**src/rtl/mux_rr_arbiter_pkg.sv**
```systemverilog
// Shared types for the round-robin mux arbiter: requester count, FSM states,
// grant vector type and a one-hot to index helper.
package mux_arb_pkg;

    localparam int unsigned NUM_REQ = 3;

    typedef enum logic {IDLE, GRANT} arb_state_e;

    typedef logic [NUM_REQ-1:0] grant_t;

    // Index of the set bit in a one-hot grant; 0 when the grant is empty.
    function automatic logic [1:0] onehot_to_idx(input grant_t g);
        onehot_to_idx = '0;
        for (int unsigned i = 0; i < NUM_REQ; i++) begin
            if (g[i]) onehot_to_idx = 2'(i);
        end
    endfunction

endpackage

```
**src/rtl/mux_rr_arbiter_rr_pick.sv**
```systemverilog
// Combinational round-robin picker: returns the first requester at or after
// ptr (wrapping 2->0) as a one-hot grant, plus an any-request flag.
module rr_pick
    import mux_arb_pkg::*;
(
    input  grant_t     req,
    input  logic [1:0] ptr,
    output grant_t     gnt,
    output logic       any
);

    logic found;

    assign any = |req;

    // Scan requesters starting from ptr and grant the first one found.
    always_comb begin
        gnt   = '0;
        found = 1'b0;
        for (int unsigned k = 0; k < NUM_REQ; k++) begin
            if (!found && req[(32'(ptr) + k) % NUM_REQ]) begin
                gnt[(32'(ptr) + k) % NUM_REQ] = 1'b1;
                found = 1'b1;
            end
        end
    end

endmodule

```
**src/rtl/mux_rr_arbiter.sv**
```systemverilog
// Round-robin arbiter and sequencer sharing one registered valid/ready output
// channel between three requesters, with one-hot grants and a per-grant burst cap.
// Optional: define MUX_RR_ARBITER_ASSERT_EN to compile in concurrent assertions.
module mux_rr_arbiter
    import mux_arb_pkg::*;
#(
    parameter int DATA_W    = 4,
    parameter int MAX_BURST = 4
) (
    input  logic              clk,
    input  logic              rst,
    input  logic [2:0]        req,
    input  logic [DATA_W-1:0] ip1,
    input  logic [DATA_W-1:0] ip2,
    input  logic [DATA_W-1:0] ip3,
    output logic              sel1,
    output logic              sel2,
    output logic              sel3,
    output logic              beat_ack,
    output logic              out_valid,
    output logic [DATA_W-1:0] out_data,
    input  logic              out_ready
);

    arb_state_e        state;
    grant_t            gnt_q;
    grant_t            pick_gnt;
    logic              pick_any;
    logic [1:0]        rr_ptr;
    logic [1:0]        gidx;
    logic [3:0]        beat_cnt;
    logic              req_g;
    logic              capture;
    logic              last_beat;
    logic              release_g;
    logic [DATA_W-1:0] sel_data;

    rr_pick u_pick (
        .req (req),
        .ptr (rr_ptr),
        .gnt (pick_gnt),
        .any (pick_any)
    );

    assign sel1      = gnt_q[0];
    assign sel2      = gnt_q[1];
    assign sel3      = gnt_q[2];
    assign gidx      = onehot_to_idx(gnt_q);
    assign req_g     = |(req & gnt_q);
    assign capture   = (state == GRANT) && req_g && (!out_valid || out_ready);
    assign last_beat = (beat_cnt == 4'(MAX_BURST - 1));
    assign release_g = (state == GRANT) && (!req_g || (capture && last_beat));
    assign beat_ack  = capture;

    // Data mux driven by the registered grant index.
    always_comb begin
        case (gidx)
            2'd1:    sel_data = ip2;
            2'd2:    sel_data = ip3;
            default: sel_data = ip1;
        endcase
    end

    // Arbitration FSM: grant in IDLE, count beats and release in GRANT.
    always_ff @(posedge clk) begin
        if (rst) begin
            state    <= IDLE;
            gnt_q    <= '0;
            rr_ptr   <= '0;
            beat_cnt <= '0;
        end else begin
            case (state)
                IDLE: begin
                    if (pick_any) begin
                        gnt_q <= pick_gnt;
                        state <= GRANT;
                    end
                end
                GRANT: begin
                    if (capture) beat_cnt <= beat_cnt + 4'd1;
                    if (release_g) begin
                        state    <= IDLE;
                        gnt_q    <= '0;
                        beat_cnt <= '0;
                        rr_ptr   <= (gidx == 2'd2) ? 2'd0 : gidx + 2'd1;
                    end
                end
                default: state <= IDLE;
            endcase
        end
    end

    // Output register: load on capture, drain on accept, hold under backpressure.
    always_ff @(posedge clk) begin
        if (rst) begin
            out_valid <= 1'b0;
            out_data  <= '0;
        end else if (capture) begin
            out_valid <= 1'b1;
            out_data  <= sel_data;
        end else if (out_valid && out_ready) begin
            out_valid <= 1'b0;
        end
    end

`ifdef MUX_RR_ARBITER_ASSERT_EN
    localparam int STARVE = 3 * (MAX_BURST + 1) + 2;

    a_onehot: assert property (@(posedge clk) disable iff (rst) $onehot0(gnt_q));
    a_capture: assert property (@(posedge clk) disable iff (rst)
        capture |=> out_data == $past(sel_data));
    a_stall: assert property (@(posedge clk) disable iff (rst)
        (out_valid && !out_ready) |=> $stable(out_data));
    a_cnt: assert property (@(posedge clk) disable iff (rst) beat_cnt <= 4'(MAX_BURST));

    for (genvar i = 0; i < 3; i++) begin : g_starve
        a_starve: assert property (@(posedge clk) disable iff (rst)
            (req[i] && out_ready && !gnt_q[i]) [*STARVE] |=> gnt_q[i]);
    end
`endif

endmodule

```
**config.mk**
```make
export PLATFORM = sky130hd
export DESIGN_NAME = mux_rr_arbiter
export DESIGN_NICKNAME = d
export VERILOG_FILES = /design/src/rtl/mux_rr_arbiter_pkg.sv /design/src/rtl/mux_rr_arbiter_rr_pick.sv /design/src/rtl/mux_rr_arbiter.sv
export SDC_FILE = /design/constraint.sdc
export NUM_CORES = 1
export LEC_CHECK = 0
export BUFFER_PORTS_ARGS = -buffer_cell sky130_fd_sc_hd__buf_4
export CAP_MARGIN = 20
export CORE_MARGIN = 4
export CORE_UTILIZATION = 51
export DETAILED_ROUTE_END_ITERATION = 10
export GPL_TIMING_DRIVEN = 0
export PLACE_DENSITY = 0.77
export SLEW_MARGIN = 10
export SYNTH_ARGS = -nofsm -noshare
export SYNTH_HDL_FRONTEND = slang
export SYNTH_SLANG_ARGS = --single-unit
```
**constraint.sdc**
```tcl
create_clock -name clk -period 2.3 [get_ports clk]
set_input_delay 0.115 -clock clk [delete_from_list [all_inputs] [get_ports clk]]
set_output_delay 0.115 -clock clk [all_outputs]
set_load 0.02 [all_outputs]
```
==> results of run 1 <==
==> critical path, delay by kind of cell, from the launching register on <==
kind | cells | cell delay [ns]
flip-flops | 1 | 0.34
buffers and inverters | 2 | 0.37
AND/OR/NAND/NOR | 1 | 0.26
AO/OA/AOI/OAI | 1 | 0.71
==> sequential cells by signal, indices dropped and copies added, names as in the netlist <==
name / cells
beat_cnt: 4
state: 1
out_data: 4
gnt_q: 3
rr_ptr: 2
out_valid: 1
==> metrics by stage <==
stage	power (W)	setup slack [ns]	std cells	cell area [um2]
after floorplan	0.000420	0.471	121	1030
after global placement	0.000478	0.462	172	1240
after detailed placement	0.000484	0.416	172	1240
after CTS	0.000640	0.199	177	1280
after global routing	0.000673	0.0858	177	1280
final	0.000636	0.204	177	1280
==> cell type report <==
cell class / instances / area [um2]
repair buffers: 25 / 190
inverters: 4 / 15.0
multi-input cells: 95 / 673
clock buffers: 3 / 22.5
clock inverters: 1 / 5.00
fillers: 183 / 659
well taps: 27 / 33.8
flip-flops and latches: 15 / 300
plain buffers: 7 / 42.5
==> cells by family after synthesis <==
logic type      Yosys count  share of synthesized area, %
simple gates             45                          25.4
mux                      11                          10.7
xor+xnor                  2                          1.70
fa+ha+maj                 5                          6.07
buf+inv                  11                          5.58
compound gates           32                          21.5
flops                    15                          29.1
==> cells in the final DEF (no fill, tap or decap), drive strengths merged, types with 2 or more instances in the layout <==
master  Yosys  final
nand3b      4      4
o31ai       2      2
nand2       6      6
or2         3      3
nor2b       4      4
o211ai      2      2
nand2b      2      2
a211o       2      2
nor3b       3      3
a21oi       6      6
dfxtp      15     15
a32oi       2      2
inv         4      4
clkbuf      4      7
and4b       2      2
mux2i      11     11
xor2        2      2
nor2       13     13
o21ai       7      7
a311oi      2      2
ha          5      5
a22oi       2      2
and2        2      2
buf         3     27
==> metal layers <==
metal  vias up  global-route usage [%]
li1        499                       -
met1       473                    21.7
met2        28                    29.8
met3         5                    5.63
met4         0                    5.11
met5         -                       0
==> how the worst max path moves through the flow <==
stage                           startpoint                       end  slack [ns]  cells after the start
floorplan            gnt_q[1]$_SDFFE_PP0P_  out_data[0]$_SDFFE_PP0P_        0.47                      5
global placement    rr_ptr[1]$_SDFFE_PP0P_     gnt_q[0]$_SDFFE_PP0P_        0.46                      7
detailed placement  rr_ptr[1]$_SDFFE_PP0P_     gnt_q[0]$_SDFFE_PP0P_        0.42                      7
CTS                  gnt_q[1]$_SDFFE_PP0P_                  beat_ack        0.20                      4
global route         gnt_q[1]$_SDFFE_PP0P_                  beat_ack        0.09                      4
finish               gnt_q[1]$_SDFFE_PP0P_                  beat_ack        0.20                      4
==> report_power, final <==
group / switching [W] / total, W / internal, W
combinational: 0.000102 / 0.000192 / 0.0000899
clock: 0.0000907 / 0.000155 / 0.0000648
sequential: 0.0000146 / 0.000289 / 0.000274
==> timing repair <==
item | CTS | global route
hold endpoints to repair | 1 | 0
buffers inserted | 0 | 0
hold buffers | 1 | 0
resized for setup | 0 | 0
==> results.toml, run 1 <==
[critical_path]
worstPathMaxFanout = 9
worstReg2RegStart = "rr_ptr[1]$_SDFFE_PP0P_"
cpPeakStageDelay_ns = 0.71
ff2ff_path_depth = 7
required_ns = 2.18
reg2reg_setup_slack_ns = 0.36
r2r_end = "gnt_q[0]$_SDFFE_PP0P_"
criticalPathCategory = "flip-flop to primary output"
cp-end-kind = "primary output"
arrival_ns = 1.98
worstPathCellList = "buf_6, a222oi_1, nor3b_2, buf_4"
critPathSlowestCell = "a222oi_1"
start_kind = "flip-flop"

[pwr]
p_per_area_mw_per_mm2 = 496
p_leak_nw = 0.511
worst_ir_drop_vdd_mv = 0.444

[yosys]
synth_warnings = 0
ys_types = 41
synth_largest_area_cell = "dfxtp_1"
synthTopCellsByCount = "15 x dfxtp_1, 13 x nor2_1, 11 x mux2i_1"
syn-num-nets = 144
async_flop_share_pct = 0
synth_area_leaders = "dfxtp_1 29%, mux2i_1 11%, ha_1 6.1%, nor2_1 4.7%, o21ai_0 3.4%"
synth_flop_cell = "dfxtp_1"
ys_seq_area_share_pct = 29.1
avgSynthCellArea_um2 = 8.52
netlist_instances = 121
netlist_area_mm2 = 0.00103
yosys.cell_count.top_type = "dfxtp_1"
ys_ff_latch = 15
synth_edf_count = 0
synth_top_area_share_pct = 29.1

[status]
status = "finished clean"

[floorplan]
io_pins = 27
placementRows = 16
start_util_pct = 53.1
die_h_um = 53.0
dieArea_mm2 = 0.00280
die_x_um = 53.0
core_mm2 = 0.00194

[global_route]
grt_max_degree = 11
grt_antenna_before_repair = 0
grt_pass1_vias = 907
grt_overflow = 0
grt.total_usage_pct = 17.8
grt_pass1_wl_um = 3710

[placement]
place_congestion = 0.757
place_hpwl_um = 1790
port_buffers = 24

[routing]
wl_met3_um = 133
routedWlPerCell_um = 13.2
wl_met2_um = 1110
ant_nets = 0
vias = 1005
drc_errors = 0
drtIter0Drc = 14
viasPerCell = 5.68
drt-total-wl_um = 2340
top_layer_used = "met4"
drt-met1-wl_um = 1060
drt_first_pass_iters = 4

[final_layout]
final_nets = 174
drive_gt1_share_pct = 25.3
areaGrowthSynthToFinish_pct = 24.4
fin_util_pct = 66.0
antennaDiodeCount = 0

[timing]
rsz0062_at_grt = "no"
finalCriticalPeriod_ns = 2.10
finClkSkew_ns = 0.0107
relSlewSlack_pct = 46.7
finalSetupViolCount = 0
hold_viol = 0
finalCritPeriodShare_pct = 91.1
maxSlewViolCount = 0
hold_slack_ns = 0.169
tightest_slew_ns = 0.799
fmax_mhz = 477
setup_tns_ns = 0

[clock_network]
numCtsBuffers = 3
cts-root-buf = "clkbuf_4"
cts_tree = "yes"
path_clk_slew_ns = 0.10
clkLatencyLatePin_ns = 0.30
htreeDepth = 1
cts_buffer_depth = 2
cts_sinks = 15

[run]
maxCapViolations = 0

[worst_hold_path]
whs_endpoint = "out_data[0]$_SDFFE_PP0P_"
min_path_cells = 5
worstHoldStart = "ip3[0]"
hold_class = "primary input to flip-flop"
Power figures use the tool's default switching activity.
==> run 2: changes to the inputs <==
--- a/config.mk
+++ b/config.mk
@@ -10,7 +10,6 @@
 export CORE_MARGIN = 4
 export CORE_UTILIZATION = 51
 export DETAILED_ROUTE_END_ITERATION = 10
-export GPL_TIMING_DRIVEN = 0
 export PLACE_DENSITY = 0.77
 export SLEW_MARGIN = 10
 export SYNTH_ARGS = -nofsm -noshare
==> results.toml, run 2 (synthesis results as in run 1) <==
[timing]
finalCriticalPeriod_ns = 2.15
finClkSkew_ns = 0.00414
hold_viol = 0
finalCritPeriodShare_pct = 93.4
setup_tns_ns = 0
maxSlewViolCount = 0
tightest_slew_ns = 0.617
relSlewSlack_pct = 58.7
rsz0062_at_grt = "no"
finalSetupViolCount = 0
fmax_mhz = 466

[pwr]
clock_power_share_pct = 23.5
p_per_area_mw_per_mm2 = 505
power.switching_w = 0.000201
worst_ir_drop_vdd_mv = 0.538
p_seq_share_pct = 46.9
pwr-share-comb_pct = 29.6
intPower_w = 0.000431
power.share.switching_pct = 31.8
p_leak_nw = 0.497

[worst_hold_path]
hold_class = "primary input to flip-flop"

[final_layout]
final-seq-area_um2 = 300
areaGrowthSynthToFinish_pct = 21.4
antennaDiodeCount = 0
drive_gt1_share_pct = 25.5
final_common_cell = "buf_4"
multiInputGateArea_um2 = 673
top_regs = "beat_cnt x4, out_data x4, gnt_q x3"
final_area_mm2 = 0.00125
num-fill-cells = 190
final_nets = 169
final_cell_mix = "27 x buf_4, 15 x dfxtp_1, 13 x nor2_1"
fin_util_pct = 64.4
instances_no_fill = 172

[critical_path]
worstPathMaxFanout = 10
arrival_ns = 2.03
start_kind = "flip-flop"
criticalPathCategory = "flip-flop to primary output"
cp-end-kind = "primary output"
required_ns = 2.18

[clock_network]
cts_buffer_depth = 2
path_clk_slew_ns = 0.09
cts_sinks = 15
hold_buffers = 0
htreeDepth = 1
numCtsBuffers = 3
clkLatencyLatePin_ns = 0.28
cts_resized = 0
cts-root-buf = "clkbuf_4"
cts_setup_buffers = 0
cts_tree = "yes"

[routing]
drt-total-wl_um = 2480
drtIter0Drc = 25
routedWlPerCell_um = 14.4
drt_first_pass_iters = 5
drc_errors = 0
vias = 1021
viasPerCell = 5.94
ant_nets = 0

[global_route]
grt_pass1_vias = 920
grt_pass1_wl_um = 3940
grt.total_usage_pct = 19.2
grt_overflow = 0
grt_antenna_before_repair = 0
grt_max_degree = 15

[floorplan]
dieArea_mm2 = 0.00280
die_h_um = 53.0
core_mm2 = 0.00194
placementRows = 16
die_x_um = 53.0
start_util_pct = 53.1
io_pins = 27

[placement]
place_inst = 168
placed_area_mm2 = 0.00122
place_hpwl_um = 1900
port_buffers = 26
place_congestion = 0.789

[status]
status = "finished clean"

[run]
maxCapViolations = 0
[run 2: path summary, 6_finish.rpt]
path | slack (ns) | cells past startpoint | end | start
max | 0.15 | 4 | beat_ack | gnt_q[1]$_SDFFE_PP0P_
min | 0.11 | 2 | rr_ptr[1]$_SDFFE_PP0P_ | rst
max reg2reg | 0.39 | 5 | out_data[2]$_SDFFE_PP0P_ | gnt_q[1]$_SDFFE_PP0P_
min reg2reg | 0.51 | 2 | out_data[0]$_SDFFE_PP0P_ | out_data[0]$_SDFFE_PP0P_
[run 2: layout make-up]
cell class                 instances  area share, %
clock buffer                       4           2.10
inverter                           4           1.20
multi-input combinational         95           53.8
sequential                        15           24.0
tap                               27           2.70
timing repair buffer              27           16.2
[run 2: power by group through the flow]
| stage | combinational (W) | clock (W) | sequential, W |
|---|---|---|---|
| finish | 0.000187 | 0.000148 | 0.000296 |
| global route | 0.000204 | 0.000168 | 0.000298 |
| CTS | 0.000185 | 0.000154 | 0.000295 |
| detailed placement | 0.000185 | 0 | 0.000301 |
| global placement | 0.000178 | 0 | 0.000300 |
| floorplan | 0.000118 | 0 | 0.000302 |
[run 2: layer usage]
layer  vias up  track usage, %  wire (um)
met4         0            4.26         16
met1       485            23.2       1100
li1        495               -          -
met3         4            6.48        152
met5         -               0          0
met2        37            32.4       1220
[run 2: critical path: stages, from the launching register on]
cell	delay [ns]
dfxtp_1	0.60
a222oi_1	0.17
buf_4	0.19
nor3b_2	0.54
buf_4	0.25
[run 2: per-stage QoR]
stage | hold slack (ns) | worst slack, ns | total power (W)
finish | 0.113 | 0.153 | 0.000631
global route | 0.104 | 0.0395 | 0.000671
CTS | 0.101 | 0.162 | 0.000635
detailed placement | 0.406 | 0.415 | 0.000486
global placement | 0.403 | 0.454 | 0.000478
floorplan | 0.187 | 0.471 | 0.000420
==> run 3: changes to the inputs <==
--- a/config.mk
+++ b/config.mk
@@ -10,8 +10,10 @@
 export CORE_MARGIN = 4
 export CORE_UTILIZATION = 51
 export DETAILED_ROUTE_END_ITERATION = 10
+export HOLD_SLACK_MARGIN = 0.08
 export PLACE_DENSITY = 0.77
 export SLEW_MARGIN = 10
 export SYNTH_ARGS = -nofsm -noshare
 export SYNTH_HDL_FRONTEND = slang
+export SYNTH_HIERARCHICAL = 1
 export SYNTH_SLANG_ARGS = --single-unit
==> results.toml, run 3 <==
[routing]
drt_first_pass_iters = 4
drc_errors = 0
drtIter0Drc = 31
ant_nets = 0
viasPerCell = 5.75
vias = 943
drt-total-wl_um = 2140
routedWlPerCell_um = 13.0

[final_layout]
final_cell_mix = "28 x buf_4, 15 x dfxtp_1, 12 x mux2i_1"
drive_gt1_share_pct = 25.2
antennaDiodeCount = 0
fin_util_pct = 68.4
areaGrowthSynthToFinish_pct = 23.1
top_regs = "beat_cnt x4, out_data x4, gnt_q x3"
instances_no_fill = 164
final_common_cell = "buf_4"
final_nets = 163

[global_route]
grt_overflow = 0
grt.total_usage_pct = 18.2
grt_pass1_wl_um = 3800
grt_pass1_vias = 908
grt_antenna_before_repair = 0
grt_max_degree = 16

[yosys]
syn-num-nets = 136
netlist_instances = 113
synth_area_leaders = "dfxtp_1 30%, mux2i_1 12%, ha_1 6.3%, o21ai_0 4.5%, nor2_1 3.8%"
synthTopCellsByCount = "15 x dfxtp_1, 12 x mux2i_1, 10 x nor2_1"
avgSynthCellArea_um2 = 8.77
yosys.cell_count.top_type = "dfxtp_1"
synth_top_area_share_pct = 30.3
synth_warnings = 6
synth_largest_area_cell = "dfxtp_1"
ys_types = 40
async_flop_share_pct = 0
netlist_area_um2 = 991
synth_flop_cell = "dfxtp_1"
ys_seq_area_share_pct = 30.3
ys_ff_latch = 15
synth_edf_count = 0

[clock_network]
cts_resized = 0
cts_sinks = 15
cts_tree = "yes"
cts_buffer_depth = 2
cts-root-buf = "clkbuf_4"
clkLatencyLatePin_ns = 0.29
path_clk_slew_ns = 0.09
cts_setup_buffers = 0
htreeDepth = 1
hold_buffers = 0
numCtsBuffers = 3

[timing]
hold_slack_ns = 0.104
finalSetupViolCount = 0
finalCriticalPeriod_ns = 2.03
hold_viol = 0
tightest_slew_ns = 0.583
fmax_mhz = 492
rsz0062_at_grt = "no"
finClkSkew_ns = 0.00907
relSlewSlack_pct = 61.0
setup_tns_ns = 0
maxSlewViolCount = 0
finalCritPeriodShare_pct = 88.4

[run]
maxCapViolations = 0

[placement]
place_inst = 160
place_congestion = 0.862
place_hpwl_um = 1670
port_buffers = 26

[critical_path]
start_kind = "flip-flop"
criticalPathCategory = "flip-flop to primary output"
arrival_ns = 1.92
ff2ff_path_depth = 7
worstPathMaxFanout = 9
cp-end-kind = "primary output"
required_ns = 2.18

[pwr]
worst_ir_drop_vdd_mv = 0.386
p_leak_nw = 0.476
p_total_w = 0.000625
p_per_area_mw_per_mm2 = 512

[floorplan]
core_mm2 = 0.00178
io_pins = 27
placementRows = 15
die_x_um = 52.1
start_util_pct = 55.6
dieArea_mm2 = 0.00271
die_h_um = 52.1

[worst_hold_path]
min_path_cells = 2
hold_class = "primary input to flip-flop"

[status]
status = "finished clean"
-- run 3: cell count changes after synthesis, sizes merged, moves of 3 or more --
cell	delta
o21ai	+4
a32o	+3
nor2	-3
nor2b	-3
or2	-3
-- run 3: metal layers --
layer	share of wire (%)	global-route usage, %
met4	0.65	3.93
met2	46	28.9
met1	46	24.8
met3	6.8	4.30
met5	0	0
-- run 3: final cells by class --
cell class,count,area (um2)
fillers,158,563
flip-flops and latches,15,300
well taps,25,31.3
multi-input cells,87,633
inverters,5,18.8
clock buffers,4,26.3
repair buffers,28,210
-- run 3: critical path, stage by stage (launching register included) --
cell	delay [ns]
dfxtp_1	0.56
a222oi_1	0.12
buf_4	0.19
nor3b_2	0.51
buf_4	0.25
-- run 3: per-stage QoR --
step | setup WS, ns | instance area, um2
floorplan | 0.404 | 991
global placement | 0.341 | 1190
detailed placement | 0.294 | 1190
CTS | 0.245 | 1220
global route | 0.0811 | 1220
finish | 0.266 | 1220
-- run 3: cells by family (layout without fill, tap and decap cells) --
group,after synthesis,in the layout,synth area share [%]
simple gates,35,35,20.6
compound gates,33,33,23.1
flops,15,15,30.3
mux,12,12,12.1
buf+inv,11,37,5.81
fa+ha+maj,5,5,6.31
xor+xnor,2,2,1.77
-- run 3: path summary, 6_finish.rpt --
check | slack [ns] | start | endpoint
max | 0.27 | gnt_q[1]$_SDFFE_PP0P_ | beat_ack
min | 0.10 | rst | out_valid$_SDFFE_PP0P_
max reg2reg | 0.28 | rr_ptr[0]$_SDFFE_PP0P_ | gnt_q[0]$_SDFFE_PP0P_
min reg2reg | 0.51 | out_data[1]$_SDFFE_PP0P_ | out_data[1]$_SDFFE_PP0P_
-- run 3: where the power goes --
group          internal (W)  leakage (nW)  switching [W]  total [W]
sequential         0.000273         0.122      0.0000184   0.000292
clock             0.0000673        0.0150      0.0000837   0.000151
combinational     0.0000899         0.339      0.0000922   0.000182
total              0.000430         0.476       0.000194   0.000625
